## src/rtl/axis_reg_cmd.sv

```systemverilog
// Byte-stream register command decoder: 'W' addr data / 'R' addr frames, one response byte each.
// Define CMD_TIMEOUT_EN to abandon partial frames after TIMEOUT_CYCLES idle cycles.
module axis_reg_cmd #(
   parameter int unsigned ADDR_BITS      = 2,
   parameter logic [7:0]  RESET_VALUE    = 8'h00,
   parameter int unsigned TIMEOUT_CYCLES = 1000000
) (
   input  logic                           clock,
   input  logic                           reset,
   input  logic [7:0]                     idata,
   input  logic                           ivalid,
   output logic                           iready,
   output logic [7:0]                     odata,
   output logic                           ovalid,
   input  logic                           oready,
   output logic [8*(2**ADDR_BITS)-1:0]    regs
);

   localparam int unsigned NREG = 2**ADDR_BITS;

   localparam logic [2:0] S_IDLE  = 3'd0;
   localparam logic [2:0] S_RADDR = 3'd1;
   localparam logic [2:0] S_WADDR = 3'd2;
   localparam logic [2:0] S_WDATA = 3'd3;
   localparam logic [2:0] S_RESP  = 3'd4;

   localparam logic [7:0] OP_W   = 8'h57;
   localparam logic [7:0] OP_R   = 8'h52;
   localparam logic [7:0] R_OK   = 8'h4B;
   localparam logic [7:0] R_UNK  = 8'h3F;
   localparam logic [7:0] R_RANG = 8'h21;

   logic [2:0]           state;
   logic [2:0]           state_nx;
   logic [7:0]           odata_nx;
   logic [7:0]           waddr;
   logic [7:0]           bank [NREG];
   logic                 accept;
   logic                 done;
   logic                 wr_en;
   logic                 timeout;
   logic [ADDR_BITS-1:0] ridx;
   logic [ADDR_BITS-1:0] widx;

   function automatic logic in_range(input logic [7:0] a);
      return (a >> ADDR_BITS) == 8'd0;
   endfunction

   // Handshake readiness depends on state only, never on ivalid.
   assign iready = (state != S_RESP);
   assign ovalid = (state == S_RESP);
   assign accept = ivalid && iready;
   assign done   = ovalid && oready;
   assign ridx   = idata[ADDR_BITS-1:0];
   assign widx   = waddr[ADDR_BITS-1:0];

   always_comb begin
      state_nx = state;
      odata_nx = odata;
      wr_en    = 1'b0;
      unique case (state)
         S_IDLE: begin
            if (accept) begin
               unique case (1'b1)
                  (idata == OP_W): state_nx = S_WADDR;
                  (idata == OP_R): state_nx = S_RADDR;
                  default: begin
                     state_nx = S_RESP;
                     odata_nx = R_UNK;
                  end
               endcase
            end
         end
         S_RADDR: begin
            if (accept) begin
               state_nx = S_RESP;
               odata_nx = in_range(idata) ? bank[ridx] : R_RANG;
            end else if (timeout) begin
               state_nx = S_IDLE;
            end
         end
         S_WADDR: begin
            if (accept) begin
               state_nx = S_WDATA;
            end else if (timeout) begin
               state_nx = S_IDLE;
            end
         end
         S_WDATA: begin
            if (accept) begin
               state_nx = S_RESP;
               wr_en    = in_range(waddr);
               odata_nx = in_range(waddr) ? R_OK : R_RANG;
            end else if (timeout) begin
               state_nx = S_IDLE;
            end
         end
         S_RESP: begin
            if (done) state_nx = S_IDLE;
         end
         default: state_nx = S_IDLE;
      endcase
   end

   always_ff @(posedge clock or posedge reset) begin
      if (reset) begin
         state <= S_IDLE;
         odata <= 8'h00;
         waddr <= 8'h00;
      end else begin
         state <= state_nx;
         odata <= odata_nx;
         if (state == S_WADDR && accept) waddr <= idata;
      end
   end

   // The write lands on the accepting edge, ahead of any later read frame.
   always_ff @(posedge clock or posedge reset) begin
      if (reset) begin
         for (int k = 0; k < NREG; k++) bank[k] <= RESET_VALUE;
      end else if (wr_en) begin
         bank[widx] <= idata;
      end
   end

   for (genvar g = 0; g < NREG; g++) begin : g_regs
      assign regs[8*g +: 8] = bank[g];
   end

`ifdef CMD_TIMEOUT_EN
   localparam int unsigned TW = $clog2(TIMEOUT_CYCLES + 1);

   logic [TW-1:0] tcnt;
   logic          parse;

   assign parse   = (state == S_RADDR) || (state == S_WADDR) ||
                    (state == S_WDATA);
   assign timeout = parse && (tcnt == TW'(TIMEOUT_CYCLES - 1));

   always_ff @(posedge clock or posedge reset) begin
      if (reset) begin
         tcnt <= '0;
      end else if (accept || !parse || timeout) begin
         tcnt <= '0;
      end else begin
         tcnt <= tcnt + TW'(1);
      end
   end
`else
   assign timeout = 1'b0;
`endif

endmodule

```

## config.mk

```make
export PLATFORM = sky130hd
export DESIGN_NAME = axis_reg_cmd
export DESIGN_NICKNAME = d
export VERILOG_FILES = /design/src/rtl/axis_reg_cmd.sv
export SDC_FILE = /design/constraint.sdc
export NUM_CORES = 1
export LEC_CHECK = 0
export ABC_AREA = 0
export CAP_MARGIN = 20
export CORE_MARGIN = 2
export CORE_UTILIZATION = 50
export CTS_CLUSTER_SIZE = 20
export DETAILED_ROUTE_END_ITERATION = 16
export GPL_TIMING_DRIVEN = 0
export PLACE_DENSITY = 0.89
export SLEW_MARGIN = 20
export SYNTH_ARGS = -nofsm -noshare
export SYNTH_HDL_FRONTEND = slang
export SYNTH_SLANG_ARGS = --single-unit
export TNS_END_PERCENT = 1
```

## constraint.sdc

```tcl
create_clock -name clock -period 2.69 [get_ports clock]
set_clock_uncertainty 0.05 [all_clocks]
set_input_delay 0.538 -clock clock [delete_from_list [all_inputs] [get_ports clock]]
set_output_delay 0.538 -clock clock [all_outputs]
set_load 0.01 [all_outputs]
```

==> summary.txt, run 1 <==
Worst setup path
  • Crit-path max FO: 9
  • Slack of the worst reg-to-reg path: between 0.4 and 0.5 ns
  • CP Launch Point: idata[3]
  • Worst EP required: approximately 2.8 ns
  • Crit path DAT: between 2 and 3 ns
  • Startpoint Class: input pin
  • Worst r2r dst: regs[9]
  • Worst setup EP type: flop
  • Reg2reg path depth: 4
  • Setup CP Type: in2reg
  • Last element of the critical path: odata[3]
  • FF-to-FF Start: waddr[3]

Synthesis
  • Post-synthesis sequential area ratio: 54.14%
  • Post-synth cell types: 29
  • Post-synthesis register bit count: between 50 and 60
  • Syn Inst Count: 164
  • Synth Area in XOR/XNOR: 0.3715%
  • Syn Std Cell Area: ~2400 um2
  • Syn Area/Cell: about 14 um2
  • Async SR Flop Fraction: between 90% and 100%
  • Area leader, netlist: dfrtp_1
  • Mux contribution to synthesized area: between 20% and 30%
  • YS warnings: 0
  • Top_reg_cell synth: dfrtp_1
  • Adder-Cell Fraction of Synth Area: 0%
  • Post-synth EDFFs: 0
  • Post-Synth Simple-Gate Area: under 10%
  • Main area contributors after synthesis: dfrtp_1 54%, mux2_2 20%, mux4_2 7.6%
  • Synthesized Nets: ~180
  • Largest family of logic cells by synthesized area: multiplexers
  • Compound-Gate Fraction of Synth Area: approximately 2.8%
  • Synth top area share: a little over half

GRT
  • First-pass GRT wire length: ~8.4 mm
  • Largest net degree at the start of global routing: 33
  • All-Layer GR Usage: 21.48%
  • GRT Max-Usage Layer: met2
  • Initial antenna violation count: 0
  • Vias in the first global route: roughly 1600
  • Grt ovf: 0
  • Met3 Use GR: under 10%
  • M1 GR Usage: a little under a third
  • Met2 usage in global routing: about 33%

Clock network
  • CTS Buf Count: 5
  • Post-CTS setup buffer count: 0
  • Post-cts gate resize count: 0
  • H-tree levels: 2
  • Root Driver: clkbuf_8
  • Post-CTS Hold Buffers: 0
  • Clock Sinks: between 50 and 60
  • Largest buffer count on any clock path: 2
  • TritonCTS clock tree: done
  • Worst-skew pair later-pin latency: about 0.31 ns
  • Worst-path clk slew: roughly 0.09 ns

Timing
  • Final setup TNS: 0 ns
  • Final count of pins violating max slew: 0
  • Period utilization: 94.46%
  • Rel. slew slack: 55.03%
  • Fin. Hold Viols: 0
  • Setup Viol. Count Final: 0
  • Minimum clock period: 2.541 ns
  • Setup WS post-layout: around 0.15 ns
  • Least-Margin Pin Slew: approximately 0.67 ns
  • Max Freq: 393.5 MHz
  • RSZ-0062 raised after global routing: no

Floorplan
  • Top Ports: between 50 and 60
  • Die Height: 72.66 um
  • Die span in x: roughly 73 um
  • Die area: 5279 um2
  • Std-Cell Rows: 24
  • Core Region: 4444 um2
  • Initial core utilization: a little over half

Cells and area
  • Nets: between 200 and 250
  • Post-layout util: 68.36%
  • Layout cells sized above 1: a little under a third
  • Filler cells: 320
  • ANT cells: 0
  • Layout area overhead: 28.87%

Power and ir drop
  • Sw frac: around a quarter
  • Power after layout: 1.449 mW
  • P per Cell Area: about 480 nW/um2
  • Part of the power in registers: between 50% and 60%
  • VDD IR max: 0.0003259 V
  • Cell Int Power: ~1.1 mW
  • Power share of the clock group: 30.1%
  • Psw: ~370 uW
  • Combinational Power Share: ~13%
  • Leakage: about 1.3 nW

Placement
  • Dpl ws: -0.1906 ns
  • GP Congestion: approximately 0.8
  • Hpwl dp: between 3 and 4 mm
  • IO Port Bufs: 51

Route
  • DRC errors left: 0
  • Final antenna-violating net count: 0
  • DR vias: between 1500 and 2000
  • DRT Pass-1 Iters: 4
  • DRT iter0 DRCs: 183
  • Routed wire length: just over 5 mm
  • Drt via density: around 5.7
  • Routed len/inst: roughly 18 um

Hold path
  • Min-delay worst type: reg2reg

Run status
  • Outcome: completed

Run
  • Max-cap viol count: 0
-- state kept, by name, indices dropped and copies added, names as in the netlist --
name / cells
state: 3
odata: 8
regs: 32
waddr: 8
-- metrics by stage --
step | cells | area (um2) | hold WS [ns]
final | 276 | 3038 | 0.4646
after CTS | 276 | 3038 | 0.4671
after detailed placement | 268 | 2953 | 0.4461
after global routing | 276 | 3038 | 0.4833
after floorplan | 164 | 2357 | 0.4108
after global placement | 267 | 2933 | 0.4390
-- cells in the final DEF, fill, tap and decap left out, drive strengths merged, types with 4 or more instances in the layout --
master / n
buf: 6
clkbuf: 8
clkdlybuf4s50: 51
dfrtp: 51
inv: 9
mux2: 45
mux4: 8
nand3: 4
nand4: 4
nor2: 4
nor2b: 4
o21ai: 7
-- cells by family (layout without fill, tap and decap cells) --
family | Yosys count | count (layout)
xor+xnor | 1 | 1
flops | 51 | 51
simple gates | 30 | 30
compound gates | 11 | 11
buf+inv | 16 | 76
mux | 55 | 55
-- routing by layer --
layer	routed length, um	share of wire (%)
met1	2310	46
met2	2436	48
met4	83	1.6
met5	0	0
met3	220	4.4
-- cell type report --
class,count,area [um2],share of cell area [%]
inverter,9,33.78,1.112
tap,52,65.06,2.142
timing repair buffer,52,530.5,17.46
clock inverter,2,12.51,0.4119
buffer,7,37.54,1.236
clock buffer,6,72.57,2.389
sequential,51,1276,42.01
multi-input combinational,97,1010,33.24
-- power by group through the flow --
stage / Combinational, mW / Clock, mW / Sequential (mW)
after global routing: 0.199 / 0.484 / 0.836
after global placement: 0.175 / 0 / 0.844
final: 0.182 / 0.436 / 0.830
after floorplan: 0.0956 / 0 / 0.845
after detailed placement: 0.184 / 0 / 0.845
after CTS: 0.185 / 0.446 / 0.830
-- worst min-delay path by stage --
stage / start / endpoint / cells after the start
after CTS: odata[4] / odata[4] / 1
final: odata[4] / odata[4] / 1
after global placement: odata[3] / odata[3] / 1
after floorplan: state[2] / state[0] / 1
after global routing: odata[5] / odata[5] / 2
after detailed placement: odata[4] / odata[4] / 1
-- synthesized netlist by cell type (2+ instances only) --
| library cell | count |
|---|---|
| a31oi_1 | 2 |
| and3_1 | 2 |
| and4_1 | 2 |
| buf_2 | 3 |
| buf_4 | 2 |
| clkbuf_1 | 2 |
| dfrtp_1 | 51 |
| inv_1 | 9 |
| mux2_1 | 4 |
| mux2_2 | 41 |
| mux2i_1 | 2 |
| mux4_2 | 8 |
| nand2_1 | 2 |
| nand3_1 | 4 |
| nand4_1 | 3 |
| nor2_1 | 4 |
| nor2b_1 | 4 |
| nor3_1 | 2 |
| nor4b_4 | 2 |
| o21ai_0 | 6 |
-- critical path: stages --
cell and delay (ns):
clkdlybuf4s50_1 0.53, nor3_1 0.62, a31oi_1 0.19, o21ai_2 0.42
mux2_2 0.39
No activity file was read; power rests on OpenSTA's default activity.
==> inputs of run 2 (changes only) <==
Settings changed: CORE_UTILIZATION 50 to 56, DONT_BUFFER_PORTS set to 1, PLACE_DENSITY 0.89 to 0.8, SLEW_MARGIN 20 to not set.
Clock period 2.69 ns to 2.7 ns, I/O delays scaled along.
==> run 2 against run 1 <==
  * The run now ends with negative hold slack left
  * Critical endpoint is now regs[3]
  * Sequential power increased by 0.7%
  * Global-route usage increased by 1.3 points
  * Total power decreased by 2.2%
  * Highest routed layer unchanged
  * Core utilization decreased by 5.3 points
  * Final cell count decreased by 19%
  * Largest cell class unchanged
==> summary.txt, run 2 (synthesis results as in run 1) <==
Cells and area
  • Largest register FFs: 32
  • Layout cells sized above 1: roughly two fifths
  • Post-layout util: 63.01%
  • Final instance area: 2539 um2
  • Commonest non-fill, non-tap cells in the layout: 51 x dfrtp_1, 41 x mux2_2, 8 x inv_1, 8 x mux4_2
  • ANT cells: 0
  • Nets: 184
  • Leading cell type in the layout, fill and taps excluded: dfrtp_1
  • Layout area overhead: 7.696%

Power and ir drop
  • VDD IR max: roughly 0.00042 V
  • P per Cell Area: about 560 nW/um2
  • Leakage: 1.141 nW
  • Power after layout: roughly 1.4 mW

Route
  • DRC errors left: 0
  • DRT Pass-1 Iters: 4
  • Drt via density: between 6 and 7
  • Final antenna-violating net count: 0
  • Routed wire length: ~4.8 mm
  • Routed len/inst: about 21 um
  • DR vias: 1386
  • DRT iter0 DRCs: 100

Timing
  • Max Freq: between 400 and 500 MHz
  • Fin. Hold Viols: 5
  • RSZ-0062 raised after global routing: no
  • Final count of pins violating max slew: 0
  • Rel. slew slack: a little over half
  • Hold_ws: -0.001926 ns
  • Setup Viol. Count Final: 0
  • Final setup TNS: 0 ns
  • Least-Margin Pin Slew: between 0.7 and 0.8 ns
  • Minimum clock period: ~2.2 ns
  • Period utilization: 82.00%

Clock network
  • TritonCTS clock tree: done
  • Largest buffer count on any clock path: 2
  • Worst-skew pair later-pin latency: around 0.31 ns
  • H-tree levels: 2
  • Worst-path clk slew: 0.09 ns
  • CTS Buf Count: 5
  • Post-CTS Hold Buffers: 0
  • Clock Sinks: 51
  • Post-CTS setup buffer count: 0
  • Post-cts gate resize count: 0
  • Root Driver: clkbuf_8

Worst setup path
  • Crit path DAT: ~2.4 ns
  • Crit-path cells: nor3_1, nand4_4, nor4b_4, mux2_2
  • Startpoint Class: flop
  • Worst EP required: ~2.8 ns
  • Crit-path max cell delay: 0.65 ns
  • CP max stage cell: nor4b_4
  • CP Launch Point: waddr[3]
  • Reg2reg path depth: 4
  • Crit-path max FO: 8
  • Worst r2r dst: regs[3]
  • Slack of the worst reg-to-reg path: 0.49 ns
  • Worst setup EP type: flop
  • FF-to-FF Start: waddr[3]
  • Setup CP Type: reg2reg

Floorplan
  • Die Height: approximately 69 um
  • Die area: about 4700 um2
  • Top Ports: 54
  • Die span in x: between 60 and 70 um
  • Initial core utilization: approximately three fifths
  • Core Region: between 4000 and 5000 um2
  • Std-Cell Rows: 23

Run status
  • Failing checks: negative hold slack
  • Outcome: complete, but fails checks

Placement
  • GP Congestion: 0.8036
  • IO Port Bufs: 0
  • Placed Area: roughly 2400 um2
  • Hpwl dp: around 3.5 mm

Hold path
  • Min-delay worst type: in2async

Run
  • Max-cap viol count: 0

GRT
  • Grt ovf: 0
  • First-pass GRT wire length: 7.583 mm
  • Initial antenna violation count: 0
  • Vias in the first global route: ~1500
  • Largest net degree at the start of global routing: 40
  • All-Layer GR Usage: a little under a quarter
[run 2: cell types whose count changed in the layout (fill, tap and decap cells not counted)]
| cell | before | now |
|---|---|---|
| clkdlybuf4s50_1 | 51 | 0 |
| clkbuf_1 | 3 | 2 |
| clkbuf_8 | 5 | 6 |
| clkinv_4 | 0 | 1 |
| clkinv_2 | 1 | 0 |
[run 2: worst max-delay path: cells and delay by family (launching register included)]
| family | cells | cell delay, ns |
|---|---|---|
| flops | 1 | 0.39 |
| mux | 1 | 0.41 |
| simple gates | 3 | 1.26 |
[run 2: layout make-up]
class	count	area, um2
inverters	9	33.78
fillers	298	1490
well taps	50	62.56
multi-input cells	97	1010
flip-flops and latches	51	1276
clock buffers	6	82.58
plain buffers	7	37.54
clock inverters	2	16.27
repair buffers	1	20.02
[run 2: how the worst max path moves through the flow]
stage,endpoint,slack (ns),depth (start not counted)
final,regs[3],0.49,4
after global routing,regs[3],0.40,4
after CTS,regs[3],0.45,4
after detailed placement,odata[6],0.37,6
after global placement,odata[4],0.44,6
after floorplan,odata[1],0.63,6
[run 2: routing by layer]
layer,global-route usage [%],wire length [um],vias up
met3,8.279,338,6
met4,4.412,37,0
li1,-,-,615
met5,0,0,-
met1,27.30,2003,720
met2,39.66,2411,45
[run 2: metrics by stage]
stage,std cells,worst slack (ns)
final,223,0.4860
after CTS,223,0.4535
after global routing,223,0.3962
after global placement,214,0.4394
after detailed placement,215,0.3683
after floorplan,164,0.6279
[run 2: report_power, final]
part	leakage [nW]	internal (mW)	switching, mW
Sequential	0.649	0.797	0.0386
Combinational	0.445	0.0529	0.0628
Clock	0.0474	0.210	0.255
